$ cat src/rtl/z80_bus_pkg.sv
// Shared Z80 bus definitions: cycle classes, front-end FSM states and the
// strobe classifier. The downstream address decoder imports this package too.
package z80_bus_pkg;

  typedef enum logic [2:0] {
    CYC_NONE    = 3'd0,
    CYC_FETCH   = 3'd1,
    CYC_MEM_RD  = 3'd2,
    CYC_MEM_WR  = 3'd3,
    CYC_IO_RD   = 3'd4,
    CYC_IO_WR   = 3'd5,
    CYC_INTACK  = 3'd6,
    CYC_ILLEGAL = 3'd7
  } cyc_type_e;

  typedef enum logic [1:0] {
    ST_WAIT_IDLE = 2'd0,
    ST_IDLE      = 2'd1,
    ST_QUAL      = 2'd2,
    ST_ACTIVE    = 2'd3
  } bus_state_e;

  // Bit positions inside the packed strobe vector (all strobes active-low)
  localparam int STB_RD   = 0;
  localparam int STB_WR   = 1;
  localparam int STB_M1   = 2;
  localparam int STB_IORQ = 3;
  localparam int STB_MREQ = 4;
  localparam int STB_W    = 5;

  function automatic cyc_type_e classify(input logic [STB_W-1:0] stb);
    logic mreq, iorq, m1, rd, wr;
    mreq = ~stb[STB_MREQ];
    iorq = ~stb[STB_IORQ];
    m1   = ~stb[STB_M1];
    rd   = ~stb[STB_RD];
    wr   = ~stb[STB_WR];
    if (mreq && iorq)      return CYC_ILLEGAL;
    else if (mreq && rd && m1) return CYC_FETCH;
    else if (mreq && rd)   return CYC_MEM_RD;
    else if (mreq && wr)   return CYC_MEM_WR;
    else if (iorq && m1)   return CYC_INTACK;
    else if (iorq && rd)   return CYC_IO_RD;
    else if (iorq && wr)   return CYC_IO_WR;
    else                   return CYC_NONE;
  endfunction

endpackage

$ cat src/rtl/z80_sync_ff.sv
// Multi-stage flip-flop synchroniser for asynchronous Z80 pins, with a
// configurable reset value so strobes come out of reset deasserted.
module z80_sync_ff #(
  parameter int   WIDTH     = 1,
  parameter int   STAGES    = 2,
  parameter logic RESET_VAL = 1'b0
) (
  input  logic             clk,
  input  logic             rst_n,
  input  logic [WIDTH-1:0] d,
  output logic [WIDTH-1:0] q
);

  logic [WIDTH-1:0] stage [STAGES];

  always_ff @(posedge clk) begin
    if (!rst_n) begin
      for (int i = 0; i < STAGES; i++) stage[i] <= {WIDTH{RESET_VAL}};
    end else begin
      stage[0] <= d;
      for (int i = 1; i < STAGES; i++) stage[i] <= stage[i-1];
    end
  end

  assign q = stage[STAGES-1];

endmodule

$ cat src/rtl/z80_bus_sync.sv
// Z80 bus front end: synchronises the pins, filters strobe glitches and emits
// one start/end pulse pair per qualified machine cycle with captured addr/data.
module z80_bus_sync
  import z80_bus_pkg::*;
#(
  parameter int SYNC_STAGES = 2,
  parameter int FILT_CYCLES = 2
) (
  input  logic        clk,
  input  logic        rst_n,
  input  logic [15:0] z80_a,
  input  logic [7:0]  z80_d_in,
  input  logic        z80_rd,
  input  logic        z80_wr,
  input  logic        z80_m1,
  input  logic        z80_iorq,
  input  logic        z80_mreq,
  output logic        cyc_start,
  output logic        cyc_end,
  output logic [2:0]  cyc_type,
  output logic [15:0] cyc_addr,
  output logic [7:0]  cyc_wdata,
  output logic        bus_active,
  output logic [7:0]  glitch_cnt
);

  localparam logic [7:0] FILT_MAX  = 8'(FILT_CYCLES);
  localparam logic [7:0] FLUSH_MAX = 8'(SYNC_STAGES);

  logic [STB_W-1:0] stb_raw, stb;
  logic [15:0]      addr_s;
  logic [7:0]       data_s;

  assign stb_raw = {z80_mreq, z80_iorq, z80_m1, z80_wr, z80_rd};

  z80_sync_ff #(.WIDTH(STB_W), .STAGES(SYNC_STAGES), .RESET_VAL(1'b1)) u_sync_stb (
    .clk(clk), .rst_n(rst_n), .d(stb_raw), .q(stb)
  );

  z80_sync_ff #(.WIDTH(16), .STAGES(SYNC_STAGES), .RESET_VAL(1'b0)) u_sync_addr (
    .clk(clk), .rst_n(rst_n), .d(z80_a), .q(addr_s)
  );

  z80_sync_ff #(.WIDTH(8), .STAGES(SYNC_STAGES), .RESET_VAL(1'b0)) u_sync_data (
    .clk(clk), .rst_n(rst_n), .d(z80_d_in), .q(data_s)
  );

  bus_state_e state;
  cyc_type_e  cur_type, qual_type, last_type;
  logic [7:0] filt_cnt, flush_cnt;
  logic       qualifiable, do_start;

  assign cur_type    = classify(stb);
  assign qualifiable = (cur_type != CYC_NONE) && (cur_type != CYC_ILLEGAL);

  always_comb begin
    do_start = 1'b0;
    if (state == ST_IDLE && qualifiable && FILT_MAX <= 8'd1)
      do_start = 1'b1;
    else if (state == ST_QUAL && cur_type == qual_type && (filt_cnt + 8'd1) >= FILT_MAX)
      do_start = 1'b1;
  end

  // After reset the synchronisers hold idle values, so WAIT_IDLE ignores them
  // until they have refilled from the pins; otherwise a cycle still in progress
  // across reset would appear to start fresh.
  always_ff @(posedge clk) begin
    if (!rst_n) begin
      state      <= ST_WAIT_IDLE;
      flush_cnt  <= 8'd0;
      filt_cnt   <= 8'd0;
      qual_type  <= CYC_NONE;
      last_type  <= CYC_NONE;
      cyc_start  <= 1'b0;
      cyc_end    <= 1'b0;
      cyc_type   <= CYC_NONE;
      cyc_addr   <= 16'd0;
      cyc_wdata  <= 8'd0;
      bus_active <= 1'b0;
      glitch_cnt <= 8'd0;
    end else begin
      cyc_start <= 1'b0;
      cyc_end   <= 1'b0;
      last_type <= cur_type;
      if (do_start) begin
        cyc_start  <= 1'b1;
        bus_active <= 1'b1;
        cyc_type   <= cur_type;
        cyc_addr   <= addr_s;
        cyc_wdata  <= (cur_type == CYC_MEM_WR || cur_type == CYC_IO_WR) ? data_s : 8'd0;
        state      <= ST_ACTIVE;
      end else begin
        case (state)
          ST_WAIT_IDLE: begin
            if (flush_cnt < FLUSH_MAX) flush_cnt <= flush_cnt + 8'd1;
            else if (cur_type == CYC_NONE) state <= ST_IDLE;
          end
          ST_IDLE: begin
            bus_active <= 1'b0;
            // A held ILLEGAL combination is one glitch, not one per clock
            if (cur_type == CYC_ILLEGAL) begin
              if (last_type != CYC_ILLEGAL && glitch_cnt != 8'hFF)
                glitch_cnt <= glitch_cnt + 8'd1;
            end else if (cur_type != CYC_NONE) begin
              qual_type <= cur_type;
              filt_cnt  <= 8'd1;
              state     <= ST_QUAL;
            end
          end
          ST_QUAL: begin
            if (cur_type == qual_type) begin
              filt_cnt <= filt_cnt + 8'd1;
            end else begin
              if (glitch_cnt != 8'hFF) glitch_cnt <= glitch_cnt + 8'd1;
              state <= ST_IDLE;
            end
          end
          ST_ACTIVE: begin
            if (cur_type != cyc_type) begin
              cyc_end <= 1'b1;
              state   <= ST_IDLE;
            end
          end
          default: state <= ST_WAIT_IDLE;
        endcase
      end
    end
  end

endmodule

$ cat config.mk
export PLATFORM = sky130hd
export DESIGN_NAME = z80_bus_sync
export DESIGN_NICKNAME = d
export VERILOG_FILES = /design/src/rtl/z80_bus_pkg.sv /design/src/rtl/z80_sync_ff.sv /design/src/rtl/z80_bus_sync.sv
export SDC_FILE = /design/constraint.sdc
export NUM_CORES = 1
export LEC_CHECK = 0
export CAP_MARGIN = 20
export CORE_MARGIN = 3
export CORE_UTILIZATION = 30
export DETAILED_ROUTE_END_ITERATION = 8
export DONT_BUFFER_PORTS = 1
export GPL_TIMING_DRIVEN = 0
export HOLD_SLACK_MARGIN = 0.12
export RECOVER_POWER = 50
export SLEW_MARGIN = 30
export SYNTH_ARGS = -nofsm -noshare
export SYNTH_HDL_FRONTEND = slang
export SYNTH_SLANG_ARGS = --single-unit
$ cat constraint.sdc
create_clock -name clk -period 3.66 [get_ports clk]
set_input_delay 0.366 -clock clk [delete_from_list [all_inputs] [get_ports clk]]
set_output_delay 0.366 -clock clk [all_outputs]
set_load 0.05 [all_outputs]
After elaboration in Yosys (flattened, before gate mapping)
Memory sizes are Yosys's and may differ from the RTL's. A register that Yosys moved wholly into a read port is not among the register bits.
Index checks and enable logic that the tools add are counted.
{"block": "op_classes", "n_eq_ne": 23, "n_lt_le_gt_ge": 2, "n_bitwise": 15, "addsub": 3, "n_mux": 38, "reduce_logical": 23}
{"operator": "$mux W8", "n": 10}
{"operator": "$mux W16", "n": 2}
{"operator": "$pmux W8 S2", "n": 2}
{"operator": "$add A8 B1 Y8 const B", "n": 3}
{"operator": "$mux W3", "n": 7}
{"operator": "$ne A3 B3 Y1 const B", "n": 7}
{"operator": "$mux W2", "n": 7}
{"operator": "$reduce_and A6 Y1", "n": 2}
{"operator": "$logic_and A1 B1 Y1", "n": 10}
{"operator": "$mux W5", "n": 2}
{"operator": "$not A1 Y1", "n": 9}
{"operator": "$ge A8 B2 Y1 const B", "n": 1}
{"operator": "$lt A8 B2 Y1 const B", "n": 1}
{"operator": "$ne A2 B1 Y1 const B", "n": 4}
{"operator": "$ne A8 B8 Y1 const B", "n": 1}
{"operator": "$pmux W2 S4", "n": 1}
{"operator": "$mux W1", "n": 7}
{"operator": "$eq A3 B3 Y1 const B", "n": 2}
{"operator": "$ne A2 B2 Y1 const B", "n": 3}
{"operator": "$or A1 B1 Y1", "n": 6}
{"operator": "$reduce_and A5 Y1", "n": 1}
{"operator": "$eq A2 B2 Y1 const B", "n": 2}
{"operator": "$reduce_and A4 Y1", "n": 1}
{"operator": "$reduce_bool A2 Y1", "n": 2}
{"operator": "11 further kinds", "n": 11}
{"block": "totals", "ramBits": 58, "mem_count": 3, "register_bits": 46}
{"name": "u_sync_addr.stage", "words": 2, "word_bits": 16, "read_ports": 2, "rd_ports_with_merged_regs": 1, "wr": 2, "line": "z80_sync_ff.sv:14", "source": "logic [WIDTH-1:0] stage [STAGES];"}
{"name": "u_sync_data.stage", "words": 2, "word_bits": 8, "read_ports": 2, "rd_ports_with_merged_regs": 0, "wr": 2, "line": "z80_sync_ff.sv:14"}
{"name": "u_sync_stb.stage", "words": 2, "word_bits": 5, "read_ports": 2, "rd_ports_with_merged_regs": 0, "wr": 2, "line": "z80_sync_ff.sv:14"}

Longest topological paths before layout
{"block": "logic_depth", "word_depth": 15, "depth_mapped": 9, "mapped_depth_nobuf": 8}

Cells and area by module
From an unflattened synthesis, not the netlist that was laid out.
{"block": "unflattened", "cells_unflattened": 462, "hier_area_um2": 4584.4}
{"mod": "z80_bus_sync", "area_each_um2": 2761.4, "instances": 1, "seq_area_each_um2": 1241.2, "cells_each": 313}
{"mod": "z80_sync_ff at u_sync_addr", "area_each_um2": 1016.0, "instances": 1, "seq_area_each_um2": 640.6, "cells_each": 83}
{"mod": "z80_sync_ff at u_sync_data", "area_each_um2": 506.7, "instances": 1, "seq_area_each_um2": 320.3, "cells_each": 41}
{"mod": "z80_sync_ff at u_sync_stb", "area_each_um2": 300.3, "instances": 1, "seq_area_each_um2": 200.2, "cells_each": 25}

Worst setup path before layout
No wires, ideal clock.
{"block": "synth_timing", "path_kind": "register to register", "start": "register filt_cnt[0]", "end": "register qual_type[0]", "synth_period_minus_slack_ns": 2.158, "slack_ns": 1.502, "stages_incl_launch_ff": 7, "setup_ns": 0.121, "arrival_time_ns": 2.037, "required_ns": 3.539, "path_cell_list": "dfxtp_1 > ha_1 > or4_1 > a221oi_2 > a21o_1 > and4b_1 > mux2_4"}
{"block": "synth_between", "elab_chain_cells": 6}
{"element": "from (decl)", "line": "z80_bus_sync.sv:50", "source": "logic [7:0] filt_cnt, flush_cnt;"}
{"element": "from (signal assigned)", "line": "z80_bus_sync.sv:112", "source": "filt_cnt <= filt_cnt + 8'd1;"}
{"element": "$add A8 B1 Y8", "line": "z80_bus_sync.sv:60", "source": "else if (state == ST_QUAL && cur_type == qual_type && (filt_cnt + 8'd1) >= FILT_MAX)"}
{"element": "$ge A8 B2 Y1", "line": "z80_bus_sync.sv:60"}
{"element": "$logic_and A1 B1 Y1", "line": "z80_bus_sync.sv:60"}
{"element": "$mux W1", "line": "z80_bus_sync.sv:60"}
{"element": "$not A1 Y1 (no source line)"}
{"element": "$reduce_and A4 Y1 (no source line)"}
{"element": "to (signal assigned)", "line": "z80_bus_sync.sv:105", "source": "qual_type <= cur_type;"}
{"element": "to (decl)", "line": "z80_bus_sync.sv:49", "source": "cyc_type_e cur_type, qual_type, last_type;"}
Every way passes these cells.
A chain may end at the register's enable or synchronous reset.

==> flow_metrics.py <==
metrics = {
    "run_status": {
        "status": "finished, final reports clean",
    },
    "timing": {
        "tightest_slew_ns": 0.786,
        "period_needed_ns": 2.53,
        "worst_slack_ns": 1.13,
        "setup_violations": 0,
        "fin_crit_sh": 0.691,
        "clock_skew_ns": 0.0201,
        "slew_headroom": 0.471,
        "final_max_slew_viol_count": 0,
        "hold_viol": 0,
        "max_freq_mhz": 396,
        "fin_setup_tns_ns": 0,
        "rsz0062_at_grt": "no",
    },
    "grt": {
        "gr-total-overflow": 0,
        "grt_max_degree": 17,
        "met3_usage": 0.0551,
        "grtUsageTotal": 0.116,
        "antenna_found_initial": 0,
        "grt_pass1_wl_mm": 14.4,
        "grtUsageMet2": 0.187,
        "first_global_vias": 2979,
        "grt-busiest-layer": "met2",
        "use_met1": 0.125,
    },
    "synthesis": {
        "synth_cell_types": 55,
        "avgSynthCellArea_um2": 10.5,
        "synth_area_mm2": 0.00432,
        "ys_seq_area_frac": 0.556,
        "async_flop_share": 0,
        "syn_inst": 411,
        "synth_nets": 451,
        "synth-edff-count": 0,
        "synthFlopType": "dfxtp_1",
        "yosysWarningCount": 0,
        "yosys_register_bits": 120,
    },
    "hold_path": {
        "min_path_type": "primary input to flip-flop",
    },
    "route": {
        "vias": 2955,
        "drc": 0,
        "wirelength_mm": 8.73,
        "vias_per_cell": 4.53,
        "wl_per_cell_um": 13.4,
        "drtPass1Iterations": 4,
        "drtIter0Drc": 89,
        "drtAntennaViolNets": 0,
    },
    "clocking": {
        "insertion_delay_ns": 0.41,
        "cts_buffers": 17,
        "cts_buffer_depth": 2,
        "cts_max_level": 4,
        "cts.sinks": 120,
        "cts.repair.resized": 0,
        "clk_pin_slew_ns": 0.05,
        "tritoncts": "built",
        "ctsRootBufferMaster": "clkbuf_16",
    },
    "place": {
        "pre_cts_slack_ns": 1.31,
        "placed_cells": 591,
        "port_buffers": 0,
        "placedInstanceArea_mm2": 0.00455,
        "globalplace.congestion": 0.790,
        "detailed_place_hpwl_mm": 6.12,
    },
    "critical_path": {
        "path_max_fanout": 10,
        "crit_family": "compound AO/OA/AOI/OAI gates",
        "end_kind": "flip-flop",
        "arrival_ns": 2.80,
        "cpMostUsedCell": "a21oi_2",
        "critical_path_class": "flip-flop to flip-flop",
        "cp-start-kind": "flip-flop",
        "slowest_delay_ns": 0.59,
        "critPathRequiredTime_ns": 3.93,
        "crit_buf_inv": 2,
        "crit_chain": "buf_2 -> a41oi_1 -> xor2_1 -> a21oi_2 -> nand3_2 -> a21oi_2 -> buf_4 -> mux2i_1 -> nor2_1",
        "crit_slowest_cell": "a41oi_1",
    },
    "die": {
        "coreArea_mm2": 0.0140,
        "start_util": 0.309,
        "fp.dieW_um": 126,
        "rows": 43,
        "die_h_um": 126,
        "ios": 69,
        "die_area_mm2": 0.0159,
    },
    "final_layout": {
        "final_common_cell": "dfxtp_1",
        "n_fill_cell": 1372,
        "utilization": 0.386,
        "n_antenna_cell": 0,
        "fin_nets": 500,
        "layout_common_cells": "dfxtp_1, nor2_1, and2_1",
        "area_growth_pct": 25.0,
        "fin_area_mm2": 0.00540,
        "drive_above_1_share": 0.116,
        "final_cells": 653,
    },
    "pwr": {
        "ir_worst_vdd_mv": 0.465,
        "powerDensity_mw_per_mm2": 637,
        "p_leak_nw": 2.06,
    },
    "job": {
        "maxCapViolations": 0,
    },
}
-- metal layers --
layer | up-vias | wire, µm | share of wire
met5 | - | 0 | 0
met2 | 93 | 4120 | 0.47
li1 | 1478 | - | -
met1 | 1362 | 3610 | 0.41
met4 | 0 | 260 | 0.030
met3 | 22 | 734 | 0.084
-- logic make-up (layout without fill, tap and decap cells) --
logic type,after synthesis,count (layout),synth area share
AOI/OAI and AO/OA,47,47,0.0935
adders and majority gates,9,9,0.0261
xor gates and xnor gates,14,14,0.0284
buffers and inverters,29,91,0.0307
and+or+nand+nor,171,171,0.216
DFF,120,120,0.556
muxes,21,21,0.0498
-- cells in the mapped netlist (5+ instances only) --
| cell | n | area (µm²) |
|---|---|---|
| dfxtp_1 | 120 | 2400 |
| and2_1 | 64 | 400 |
| nor2_1 | 39 | 146 |
| mux2i_1 | 20 | 200 |
| nand2_1 | 20 | 75.1 |
| o21ai_0 | 14 | 70.1 |
| clkbuf_1 | 13 | 48.8 |
| nand2b_1 | 13 | 81.3 |
| nand3_1 | 12 | 60.1 |
| xor2_1 | 10 | 87.6 |
| ha_1 | 9 | 113 |
| inv_1 | 9 | 33.8 |
| nand4_1 | 5 | 31.3 |
-- stage by stage --
stage | hold WS, ns | power (W)
finish | 0.211 | 0.00344
CTS | 0.161 | 0.00348
floorplan | 0.386 | 0.00181
detailed placement | 0.395 | 0.00190
global placement | 0.393 | 0.00188
global route | 0.219 | 0.00360
-- power by group --
part           internal (W)  switching, W
Sequential          0.00138     0.0000992
Clock              0.000982      0.000562
Combinational      0.000183      0.000238
Total               0.00254      0.000899
-- worst paths after layout --
kind                                              from  slack, ns                      to  depth (start not counted)
worst max-delay path            u_sync_stb.stage[0][7]       1.13            cyc_addr[12]                          9
worst min-delay path                             rst_n       0.21            last_type[0]                          2
worst max register to register  u_sync_stb.stage[0][7]       1.13            cyc_addr[12]                          9
worst min register to register  u_sync_stb.stage[0][0]       0.40  u_sync_stb.stage[0][5]                          1
-- flip-flops by register name, indices dropped and copies added (netlist names) --
register,flops
qual_type,3
u_sync_addr.stage,32
cyc_addr,16
last_type,3
cyc_start,1
state,2
u_sync_stb.stage,10
glitch_cnt,8
bus_active,1
cyc_type,3
filt_cnt,8
flush_cnt,8
cyc_wdata,8
u_sync_data.stage,16
cyc_end,1
-- repair_timing --
item,4_1_cts,5_1_grt
setup buffers,0,0
hold buffers,30,0
endpoints found under the hold margin,30,0
-- cell type report --
class,count,area [µm²],area share
multi-input cells,262,1770,0.328
well taps,180,225,0.0417
plain buffers,19,92.6,0.0171
flip-flops and latches,120,2400,0.445
inverters,10,40.0,0.00741
clock inverters,11,98.8,0.0183
repair buffers,30,300,0.0556
clock buffers,21,470,0.0871
Power figures use the tool's default switching activity.
